[src/rtl/out_port_tx_pkg.sv]
// Shared definitions for the serial output-port transmitter.
// Optional parity bit is enabled with the OUT_PORT_TX_PARITY_EN macro.
package out_port_tx_pkg;

  typedef enum logic [2:0] {
    IDLE   = 3'd0,
    START  = 3'd1,
    DATA   = 3'd2,
    PARITY = 3'd3,
    STOP   = 3'd4
  } tx_state_e;

  localparam int DATA_BITS = 16;

`ifdef OUT_PORT_TX_PARITY_EN
  localparam int FRAME_BITS = 19;
`else
  localparam int FRAME_BITS = 18;
`endif

  function automatic logic even_parity(input logic [DATA_BITS-1:0] word);
    return ^word;
  endfunction

endpackage

[src/rtl/out_port_fifo.sv]
// Synchronous FIFO buffering words for the output-port transmitter.
// Pointers carry one extra wrap bit so full and empty decode directly from them.
module out_port_fifo
  import out_port_tx_pkg::*;
#(
  parameter int DEPTH = 4,
  parameter int WIDTH = DATA_BITS
) (
  input  logic             clock,
  input  logic             reset,
  input  logic             push,
  input  logic             pop,
  input  logic [WIDTH-1:0] wdata,
  output logic [WIDTH-1:0] rdata,
  output logic             full,
  output logic             empty
);

  localparam int AW = $clog2(DEPTH);

  logic [WIDTH-1:0] mem [DEPTH];
  logic [AW:0]      wr_ptr;
  logic [AW:0]      rd_ptr;
  logic             push_ok;
  logic             pop_ok;

  assign full    = (wr_ptr[AW] != rd_ptr[AW]) && (wr_ptr[AW-1:0] == rd_ptr[AW-1:0]);
  assign empty   = (wr_ptr == rd_ptr);
  assign push_ok = push && !full;
  assign pop_ok  = pop && !empty;
  assign rdata   = mem[rd_ptr[AW-1:0]];

  always_ff @(posedge clock or posedge reset) begin
    if (reset) begin
      wr_ptr <= '0;
      rd_ptr <= '0;
    end else begin
      if (push_ok) wr_ptr <= wr_ptr + 1'b1;
      if (pop_ok)  rd_ptr <= rd_ptr + 1'b1;
    end
  end

  // Storage is not reset; the pointers alone define what is valid.
  always_ff @(posedge clock) begin
    if (push_ok) mem[wr_ptr[AW-1:0]] <= wdata;
  end

endmodule

[src/rtl/out_port_tx.sv]
// UART-style serial transmitter for words written to the processor output register.
// Define OUT_PORT_TX_PARITY_EN to append an even-parity bit before the stop bit.
module out_port_tx
  import out_port_tx_pkg::*;
#(
  parameter int DEPTH        = 4,
  parameter int CLKS_PER_BIT = 16
) (
  input  logic                 clock,
  input  logic                 reset,
  input  logic                 out_write,
  input  logic [DATA_BITS-1:0] out_data,
  input  logic                 clear_overflow,
  output logic                 tx,
  output logic                 busy,
  output logic                 full,
  output logic                 empty,
  output logic                 overflow
);

  localparam int CW = $clog2(CLKS_PER_BIT);
  localparam logic [CW-1:0] CNT_LAST = CW'(CLKS_PER_BIT - 1);
  localparam logic [3:0]    IDX_LAST = 4'(DATA_BITS - 1);

  tx_state_e            state, state_n;
  logic [CW-1:0]        cnt, cnt_n;
  logic [3:0]           idx, idx_n;
  logic                 pop;
  logic                 shift_en;
  logic                 bit_last;
  logic [DATA_BITS-1:0] head;
  logic [DATA_BITS-1:0] shift_q;
`ifdef OUT_PORT_TX_PARITY_EN
  logic                 parity_q;
`endif

  out_port_fifo #(.DEPTH(DEPTH), .WIDTH(DATA_BITS)) u_fifo (
    .clock (clock),
    .reset (reset),
    .push  (out_write),
    .pop   (pop),
    .wdata (out_data),
    .rdata (head),
    .full  (full),
    .empty (empty)
  );

  assign busy     = (state != IDLE);
  assign bit_last = (cnt == CNT_LAST);

  always_ff @(posedge clock or posedge reset) begin
    if (reset) begin
      state    <= IDLE;
      cnt      <= '0;
      idx      <= '0;
      overflow <= 1'b0;
    end else begin
      state <= state_n;
      cnt   <= cnt_n;
      idx   <= idx_n;
      // A dropped write wins over a simultaneous clear.
      if (out_write && full)  overflow <= 1'b1;
      else if (clear_overflow) overflow <= 1'b0;
    end
  end

  always_comb begin
    state_n  = state;
    cnt_n    = bit_last ? '0 : cnt + 1'b1;
    idx_n    = idx;
    pop      = 1'b0;
    shift_en = 1'b0;
    tx       = 1'b1;
    case (state)
      IDLE: begin
        cnt_n = '0;
        if (!empty) begin
          pop     = 1'b1;
          state_n = START;
        end
      end
      START: begin
        tx = 1'b0;
        if (bit_last) begin
          state_n = DATA;
          idx_n   = '0;
        end
      end
      DATA: begin
        tx = shift_q[0];
        if (bit_last) begin
          shift_en = 1'b1;
          idx_n    = idx + 1'b1;
`ifdef OUT_PORT_TX_PARITY_EN
          if (idx == IDX_LAST) state_n = PARITY;
`else
          if (idx == IDX_LAST) state_n = STOP;
`endif
        end
      end
`ifdef OUT_PORT_TX_PARITY_EN
      PARITY: begin
        tx = parity_q;
        if (bit_last) state_n = STOP;
      end
`endif
      STOP: begin
        // Chain straight into the next start bit when another word is waiting.
        if (bit_last) begin
          if (!empty) begin
            pop     = 1'b1;
            state_n = START;
          end else begin
            state_n = IDLE;
          end
        end
      end
      default: state_n = IDLE;
    endcase
  end

  always_ff @(posedge clock) begin
    if (pop)           shift_q <= head;
    else if (shift_en) shift_q <= shift_q >> 1;
  end

`ifdef OUT_PORT_TX_PARITY_EN
  always_ff @(posedge clock) begin
    if (pop) parity_q <= even_parity(head);
  end
`endif

endmodule

[config.mk]
export PLATFORM = sky130hd
export DESIGN_NAME = out_port_tx
export DESIGN_NICKNAME = d
export VERILOG_FILES = /design/src/rtl/out_port_tx_pkg.sv /design/src/rtl/out_port_fifo.sv /design/src/rtl/out_port_tx.sv
export SDC_FILE = /design/constraint.sdc
export NUM_CORES = 1
export LEC_CHECK = 0
export ABC_AREA = 1
export CAP_MARGIN = 0
export CELL_PAD_IN_SITES_DETAIL_PLACEMENT = 0
export CELL_PAD_IN_SITES_GLOBAL_PLACEMENT = 2
export CORE_AREA = 2 2 105 107
export CTS_CLUSTER_DIAMETER = 200
export DETAILED_ROUTE_END_ITERATION = 10
export DIE_AREA = 0 0 107 109
export PLACE_DENSITY = 0.87
export SKIP_LAST_GASP = 1
export SLEW_MARGIN = 20
export SYNTH_ARGS = -nofsm -noshare
export SYNTH_HDL_FRONTEND = slang
export SYNTH_SLANG_ARGS = --single-unit
[constraint.sdc]
create_clock -name clock -period 2.3 [get_ports clock]
set_clock_uncertainty 0.05 [all_clocks]
set_input_delay 0.575 -clock clock [delete_from_list [all_inputs] [get_ports clock]]
set_output_delay 0.575 -clock clock [all_outputs]
set_load 0.005 [all_outputs]
==> results of run 1 <==
==> path summary, 6_finish.rpt <==
check                                            endpoint  slack, ns  cells past startpoint
worst max-delay path                                   tx       0.16                      6
max in group asynchronous            state[2]$_DFFE_PP0P_       1.50                      3
worst max register to register  shift_q[15]$_SDFFCE_PN0P_       0.32                      6
min in group asynchronous            overflow$_DFFE_PP0P_       0.47                      3
worst min register to register           cnt[0]$_DFF_PP0_       0.42                      1
worst min-delay path                     cnt[0]$_DFF_PP0_       0.42                      1
==> power groups by stage <==
stage                     Clock (µW)  Combinational (µW)  Sequential (µW)
final                           1040                 739             2260
after global routing            1140                 824             2280
after CTS                       1070                 755             2260
after detailed placement           0                 684             2300
after global placement             0                 682             2300
after floorplan                    0                 381             2290
==> synth_stat cells, drive strengths merged <==
cell type   n  area (µm²)
inv        21       78.83
nand3      15       100.1
clkbuf      5       18.77
o22ai      17       106.4
xnor2       5       43.79
a21oi      20       115.1
dfrtp      18       450.4
ha          7       87.58
xor2        5       43.79
buf         9       76.32
nor2       78       297.8
o21ai      36       183.9
nand2      32       135.1
edfxtp     80        2402
==> per-stage QoR <==
stage / setup slack, ns / area [µm²]
floorplan: 0.2576 / 4140
global placement: 0.2257 / 4601
detailed placement: 0.1837 / 4601
CTS: 0.002456 / 4871
global route: 0.04871 / 4876
finish: 0.1579 / 4876
==> worst max-delay path, delay by kind of cell (launching register included) <==
kind                   cells  cell delay [ns]
buffers and inverters      2             0.42
DFF                        1             0.44
and+or+nand+nor            4             0.29
==> flip-flops by register name, indices dropped and copies added (netlist names) <==
register / count
cnt: 4
idx: 4
overflow: 1
shift_q: 16
state: 3
u_fifo.mem: 64
u_fifo.rd_ptr: 3
u_fifo.wr_ptr: 3
==> routing by layer <==
layer | vias up | track usage (%) | part of all wire (%)
met3 | 6 | 3.048 | 2.3
met4 | 0 | 5.288 | 1.1
met1 | 1234 | 17.29 | 44
li1 | 1296 | - | -
met2 | 27 | 25.57 | 53
met5 | - | 0 | 0
==> what timing repair did <==
item                                    4_1_cts  5_1_grt
pin swaps                                     3        1
hold buffers                                  0        0
gates resized for setup                      16        2
buffers inserted                              8        0
endpoints found under the setup margin        4        1
==> cells by family after synthesis <==
logic type,Yosys count
DFF,98
adders and majority gates,7
buffers and inverters,35
xor gates and xnor gates,10
and+or+nand+nor,125
AOI/OAI and AO/OA,73
==> final cells by class <==
cell class                 count  area, µm²  share of cell area, %
clock buffer                   9      123.9                  2.540
clock inverter                 7      61.31                  1.257
inverter                      21      78.83                  1.617
multi-input combinational    215       1144                  23.45
sequential                    98       2854                  58.53
tap                          140      175.2                  3.593
timing repair buffer          44      439.2                  9.007
==> reports/metrics.yaml, run 1 <==
route:
  ant_nets: 0
  dr.pass1.iters: 4
  remaining_drc_errors: 0
  via_count: 2563
  drtIter0Drc: 196
  drt_wl_total_um: 7577
  vias_per_cell: 4.800
  wl_per_cell_um: 14.19
die:
  row_count: 38
  dieWidth_um: 107
  core_area_mm2: 0.01060
  io_pins: 25
  die_h_um: 109
  dieArea_mm2: 0.01166
  initial_utilization_pct: 39.05
pwr:
  leakage_uw: 0.001785
  power.switching_uw: 1123
  power_density_mw_per_mm2: 826.9
  ir_worst_vdd_mv: 0.4504
  intPower_uw: 2909
  power_frac_seq_pct: 56.0
  power_frac_comb_pct: 18.3
  sw_frac_of_total_pct: 27.84
  p_clk_share_pct: 25.7
  total_power_uw: 4032
sta:
  slew_headroom_pct: 76.87
  rsz0062_at_grt: "no"
  finalSetupViolCount: 0
  worst_slew_pin_slew_ns: 0.3469
  finalHoldViolations: 0
  fin_setup_tns_ns: 0
  report.final.slew_viol_count: 0
  hold_ws_ns: 0.4210
  max_freq_mhz: 466.8
  min_period_ns: 2.142
  finalCritPeriodShare_pct: 93.14
setup_path:
  path_cells: "buf_4 -> nor2_4 -> nand2_1 -> nand2_1 -> nand2_1 -> dlygate4sd2_1"
  worstPathMaxFanout: 4
  r2r-start: "u_fifo.rd_ptr[2]$_DFFE_PP0P_"
  worstPathRequired_ns: 1.67
  cp-end-kind: "output port"
  cp-startpoint: "state[2]$_DFFE_PP0P_"
  arrival_ns: 1.52
  critical_path_class: "flip-flop to output port"
  crit_path_top_delay_cell: "dfrtp_2"
  cpPeakStageDelay_ns: 0.44
  start_kind: "flip-flop"
  crit_top_cell: "nand2_1"
min_path:
  hold_path_class: "flip-flop to flip-flop"
  hp-start: "cnt[0]$_DFF_PP0_"
synth:
  synth_compound_area_share_pct: 9.791
  yosys_warnings: 0
  synthCells: 348
  synth_seq_cells: 98
  syn_nets: 375
  synthSimpleGateAreaFrac_pct: 12.87
  syn_area_mm2: 0.004140
  synth_top_family_by_area: "simple AND/OR/NAND/NOR gates"
  muxShareOfSynthArea_pct: 0
  synthAdderAreaFrac_pct: 2.115
  yosys.cell_types.count: 24
  syn_avg_cell_area_um2: 11.90
  synth_xor_area_share_pct: 2.115
  ys_seq_area_share_pct: 68.90
grt:
  grt_max_degree: 34
  grt-ovfl-total: 0
  grt_first_pass_wirelength_um: 12590
  grt_usage_pct: 14.38
  antenna_found_initial: 0
  grt_pass1_vias: 2544
place:
  place_inst: 510
  io_buffers: 24
  gp_congestion: 0.7688
  dp_hpwl_um: 4725
clock_tree:
  cts.sinks: 98
  cts_tree: "yes"
  insertion_delay_ns: 0.36
  cts_buffer_depth: 2
  clkSlewWorstSetupHoldPaths_ns: 0.10
  root_buffer: "clkbuf_8"
  htree_levels: 3
  cts-buffers-inserted: 9
finish:
  fin_cells: 534
  fin_util_pct: 45.99
  final_common_cell: "edfxtp_1"
  fillers: 990
  most-common-layout-cells: "80 x edfxtp_1, 71 x nor2_1, 33 x o21ai_0, 27 x nand2_1, 20 x clkdlybuf4s50_1"
  drive_above_1_share_pct: 14.97
  area_growth_pct: 17.77
  antenna_cells: 0
  final_nets: 416
outcome:
  status: "complete, no violations"
run:
  cap_violations: 0
(Power assumes the default switching activity.)
==> inputs of run 2 (changes only) <==
--- a/config.mk
+++ b/config.mk
@@ -14,6 +14,7 @@
 export DETAILED_ROUTE_END_ITERATION = 10
 export DIE_AREA = 0 0 107 109
 export PLACE_DENSITY = 0.87
+export REMOVE_ABC_BUFFERS = 1
 export SKIP_LAST_GASP = 1
 export SLEW_MARGIN = 20
 export SYNTH_ARGS = -nofsm -noshare
==> run 2 against run 1 <==
Net effect:
- critical path depth rose by 1
- hold slack got worse by 0.0043 ns
- fmax rose by 3.1%
- setup slack improved by 0.064 ns
- sequential power barely moved
- die area did not move
- flip-flop and latch count did not move
- combinational power rose by 6.1%
- power rose by 0.68%
- highest routed layer unchanged
==> reports/metrics.yaml, run 2 (synthesis results as in run 1) <==
min_path:
  hp-start: "cnt[0]$_DFF_PP0_"
  hold_path_class: "flip-flop to flip-flop"
  hold_depth: 1
  hold_end: "cnt[0]$_DFF_PP0_"
die:
  dieArea_mm2: 0.01166
  dieWidth_um: 107
  core_area_mm2: 0.01060
  io_pins: 25
  die_h_um: 109
  row_count: 38
  initial_utilization_pct: 39.05
sta:
  worst_slew_pin_slew_ns: 0.3358
  fin_setup_tns_ns: 0
  hold_ws_ns: 0.4167
  rsz0062_at_grt: "no"
  min_period_ns: 2.079
  report.final.slew_viol_count: 0
  finalSetupViolCount: 0
  max_freq_mhz: 481.1
  slew_headroom_pct: 77.62
  finalHoldViolations: 0
  finalCritPeriodShare_pct: 90.37
setup_path:
  start_kind: "flip-flop"
  r2r-start: "u_fifo.rd_ptr[2]$_DFFE_PP0P_"
  worstPathRequired_ns: 1.67
  cp-end-kind: "output port"
  r2r_cells: 7
  worstPathMaxFanout: 4
  ff2ff_setup_slack_ns: 0.32
  arrival_ns: 1.45
  worstReg2RegEnd: "shift_q[11]$_DFFE_PP_"
  critical_path_class: "flip-flop to output port"
clock_tree:
  holdBufCountCts: 0
  cts_buffer_depth: 2
  insertion_delay_ns: 0.36
  cts-buffers-inserted: 9
  root_buffer: "clkbuf_8"
  clkSlewWorstSetupHoldPaths_ns: 0.10
  cts_tree: "yes"
  htree_levels: 3
  cts.sinks: 98
route:
  dr.pass1.iters: 4
  wl_per_cell_um: 14.01
  drtIter0Drc: 165
  remaining_drc_errors: 0
  via_count: 2618
  vias_per_cell: 4.769
  drt_wl_total_um: 7692
  ant_nets: 0
run:
  cap_violations: 0
outcome:
  status: "complete, no violations"
grt:
  grt-busiest-layer: "met2"
  grt_pass1_vias: 2542
  grt-ovfl-total: 0
  grt_usage_pct: 14.21
  grt_max_degree: 34
  antenna_found_initial: 0
  met3_usage_pct: 2.690
  met2_usage_pct: 25.52
  grt_first_pass_wirelength_um: 12440
  met1_usage_pct: 16.73
pwr:
  leakage_uw: 0.001837
  power_density_mw_per_mm2: 816.6
  ir_worst_vdd_mv: 0.3975
finish:
  antenna_cells: 0
  most-common-layout-cells: "80 x edfxtp_1, 71 x nor2_1, 34 x buf_4, 33 x o21ai_0, 27 x nand2_1"
  final_nets: 431
  final_common_cell: "edfxtp_1"
  drive_above_1_share_pct: 19.80
  area_growth_pct: 20.07
  fin_util_pct: 46.88
  largest_register_ffs: 64
place:
  dp_hpwl_um: 4593
  io_buffers: 24
  gp_congestion: 0.7597
-- run 2: how the worst max path moves through the flow --
stage                            startpoint                    endpoint  slack (ns)  cells past startpoint
6_report       u_fifo.wr_ptr[1]$_DFFE_PP0P_                       empty        0.22                      7
5_1_grt        u_fifo.wr_ptr[1]$_DFFE_PP0P_                       empty        0.09                      7
4_1_cts                state[1]$_DFFE_PP0P_                          tx       -0.05                      7
3_5_place_dp   u_fifo.wr_ptr[0]$_DFFE_PP0P_                       empty        0.17                      6
3_3_place_gp           state[2]$_DFFE_PP0P_                          tx        0.23                      6
2_1_floorplan  u_fifo.rd_ptr[0]$_DFFE_PP0P_  u_fifo.mem[0][0]$_DFFE_PP_       -0.41                      6
-- run 2: what timing repair did --
action	in CTS	in global routing
buffers inserted	18	4
cloned	0	0
endpoints found under the setup margin	4	3
resized for setup	15	10
pin swaps	6	4
-- run 2: final cells by class --
cell class,count,area (µm²)
fillers,965,5632
flip-flops and latches,98,2856
multi-input cells,215,1156
repair buffers,59,514.2
well taps,140,175.2
clock buffers,9,123.9
inverters,21,78.83
clock inverters,7,66.31
-- run 2: power breakdown --
| part | total, µW | internal [µW] | switching, µW |
|---|---|---|---|
| Combinational | 784 | 330 | 453 |
| Sequential | 2260 | 2190 | 69.2 |
| Clock | 1020 | 411 | 606 |
| Total | 4060 | 2930 | 1130 |
-- run 2: worst max-delay path: stages (launching register included) --
cell and delay, ns:
dfrtp_1 0.43, inv_2 0.08, nand2_1 0.07, nand2_2 0.08, buf_4 0.12, nand2_1 0.06, nor2_2 0.12, clkbuf_2 0.13
-- run 2: through the flow --
| step | total power, µW | setup WS, ns | cell area (µm²) | cells |
|---|---|---|---|---|
| floorplan | 2664 | -0.4131 | 4045 | 334 |
| global placement | 2930 | 0.2315 | 4571 | 511 |
| detailed placement | 2941 | 0.1655 | 4571 | 511 |
| CTS | 4101 | -0.05467 | 4922 | 545 |
| global route | 4284 | 0.09171 | 4971 | 549 |
| finish | 4059 | 0.2214 | 4971 | 549 |
-- run 2: layer usage --
layer	up-vias	part of all wire (%)
met1	1247	43
li1	1322	-
met4	0	1.3
met5	-	0
met3	9	3.2
met2	40	53
==> inputs of run 3 (changes only) <==
--- a/config.mk
+++ b/config.mk
@@ -16,7 +16,6 @@
 export PLACE_DENSITY = 0.87
 export REMOVE_ABC_BUFFERS = 1
 export SKIP_LAST_GASP = 1
-export SLEW_MARGIN = 20
 export SYNTH_ARGS = -nofsm -noshare
 export SYNTH_HDL_FRONTEND = slang
 export SYNTH_SLANG_ARGS = --single-unit
==> results of run 3 <==
No change in the layout: final DEF, timing and power equal those of run 2.
==> RTL edit, RTL diff (settings of run 2) <==
`DEPTH` is set to 4 in 2 places; all go to 2.
--- a/src/rtl/out_port_fifo.sv
+++ b/src/rtl/out_port_fifo.sv
@@ -3,7 +3,7 @@
 module out_port_fifo
   import out_port_tx_pkg::*;
 #(
-  parameter int DEPTH = 4,
+  parameter int DEPTH = 2,
   parameter int WIDTH = DATA_BITS
 ) (
   input  logic             clock,
--- a/src/rtl/out_port_tx.sv
+++ b/src/rtl/out_port_tx.sv
@@ -3,7 +3,7 @@
 module out_port_tx
   import out_port_tx_pkg::*;
 #(
-  parameter int DEPTH        = 4,
+  parameter int DEPTH        = 2,
   parameter int CLKS_PER_BIT = 16
 ) (
   input  logic                 clock,
Behaviour: not the same (Yosys sat finds a counterexample within 4 cycles, from zero or initial values and one cycle with reset high).
==> RTL edit against run 2 <==
  * Synthesized area decreased by 34%
  * Sequential cell count is 34 lower
  * Sequential power is 13% lower
  * Worst setup slack got worse by 140 ps
  * Wire length is 41% lower
  * Total power up 9.3%
  * Design area down 33%
==> RTL edit: results (changes against run 2) <==
stage;metric;value;unit;change
placed_design;placed cell count;422;;-17%
outcome;status;completed;;
grt;GRT Resource Usage Total;8.58;%;-5.6 points
detailed_routing;Avg WL per Cell;10.2;µm;-27%
detailed_routing;DR pass1 iterations;5;;+1
worst_setup_path;critical-path maximum fanout;3;;-1
logic_synthesis;FFs w/ async S/R, synth;25.0;%;+6.6 points
detailed_routing;DR iter-0 viols;50;;-70%
logic_synthesis;Synth Instances;258;;-26%
placed_design;Setup WS pre-CTS;333;ps;+168 ps
logic_synthesis;synth top area cells;edfxtp_1 53%, nand2_1 16%, dfrtp_1 15%, inv_1 2.2%, nor2_1 1.9%;;
logic_synthesis;library cells used by synthesis;25;;+4.2%
clocking;Clock Pin Slew Worst Setup and Hold Paths;60;ps;-40 ps
finish;share of layout cells above drive strength 1;14.2;%;-5.6 points
finish;Largest register FFs;32;;-50%
power;P_comb;1.70;mW;+120%
placed_design;HPWL after detailed placement;2990;µm;-35%
grt;largest net degree at the start of global routing;19;;-44%
finish;Final Non-Filler Cells;442;;-19%
grt;first-pass GRT wire length;7560;µm;-39%
grt;vias in the first global route;1683;;-34%
detailed_routing;vias;1756;;-33%
logic_synthesis;most frequent cells after synthesis;120 x nand2_1, 48 x edfxtp_1, 16 x dfrtp_1, 16 x inv_1, 14 x nor2_1;;
placed_design;GPL Wtd Cong;0.736;;-3.2%
sta;slew of the pin with the lowest slew margin;588;ps;+252 ps
worst_setup_path;Arrival @ worst endpoint;1590;ps;+140 ps
logic_synthesis;post-synthesis sequential area ratio;67.4;%;-1.5 points
power;worst vdd ir;0.511;mV;+29%
finish;Layout Nets;320;;-26%
clocking;Clock Latency Late Sink;330;ps;-30 ps
[RTL edit: final timing paths]
path                             startpoint                to  slack (ps)  cells past startpoint
hold reg to reg                      cnt[0]            cnt[0]         410                      1
max in group asynchronous             reset  u_fifo.rd_ptr[1]        1260                      2
setup reg to reg                     cnt[0]        shift_q[8]         490                      8
min in group asynchronous             reset            idx[0]         560                      2
hold / removal                       cnt[0]            cnt[0]         410                      1
setup / recovery           u_fifo.wr_ptr[1]             empty          80                      6
[RTL edit: kinds of logic (layout without fill, tap and decap cells)]
kind of cell | count (synthesis) | count (layout) | share of synthesized area (%)
compound gates | 9 | 9 | 1.92
xor+xnor | 5 | 5 | 1.60
fa+ha+maj | 2 | 2 | 0.916
buf+inv | 26 | 70 | 4.63
flops | 64 | 64 | 67.4
simple gates | 152 | 152 | 23.5
[RTL edit: critical path: stages (launching register included)]
cell,delay [ps]
dfrtp_1,400
inv_1,80
nand2_1,90
nand2_2,100
nand2_4,70
inv_1,50
clkdlybuf4s50_1,490
[RTL edit: area by class of cell]
type / count / area (µm²) / area share, %
clock inverters: 5 / 25.0 / 0.746
clock buffers: 10 / 128 / 3.81
well taps: 140 / 175 / 5.22
repair buffers: 35 / 328 / 9.78
multi-input cells: 168 / 776 / 23.1
flip-flops and latches: 64 / 1840 / 54.9
inverters: 20 / 80.1 / 2.39
[RTL edit: repair_timing]
action | in CTS | in global routing
setup buffers | 0 | 5
endpoints found under the setup margin | 2 | 4
resized for setup | 2 | 6
[RTL edit: per-layer routing]
metal  track usage (%)  vias to the layer above  part of all wire [%]
met4              4.17                        0                   1.1
met1              9.87                      822                    46
met5                 0                        -                     0
met3              3.05                        2                   3.2
met2              14.3                       22                    50
li1                  -                      910                     -
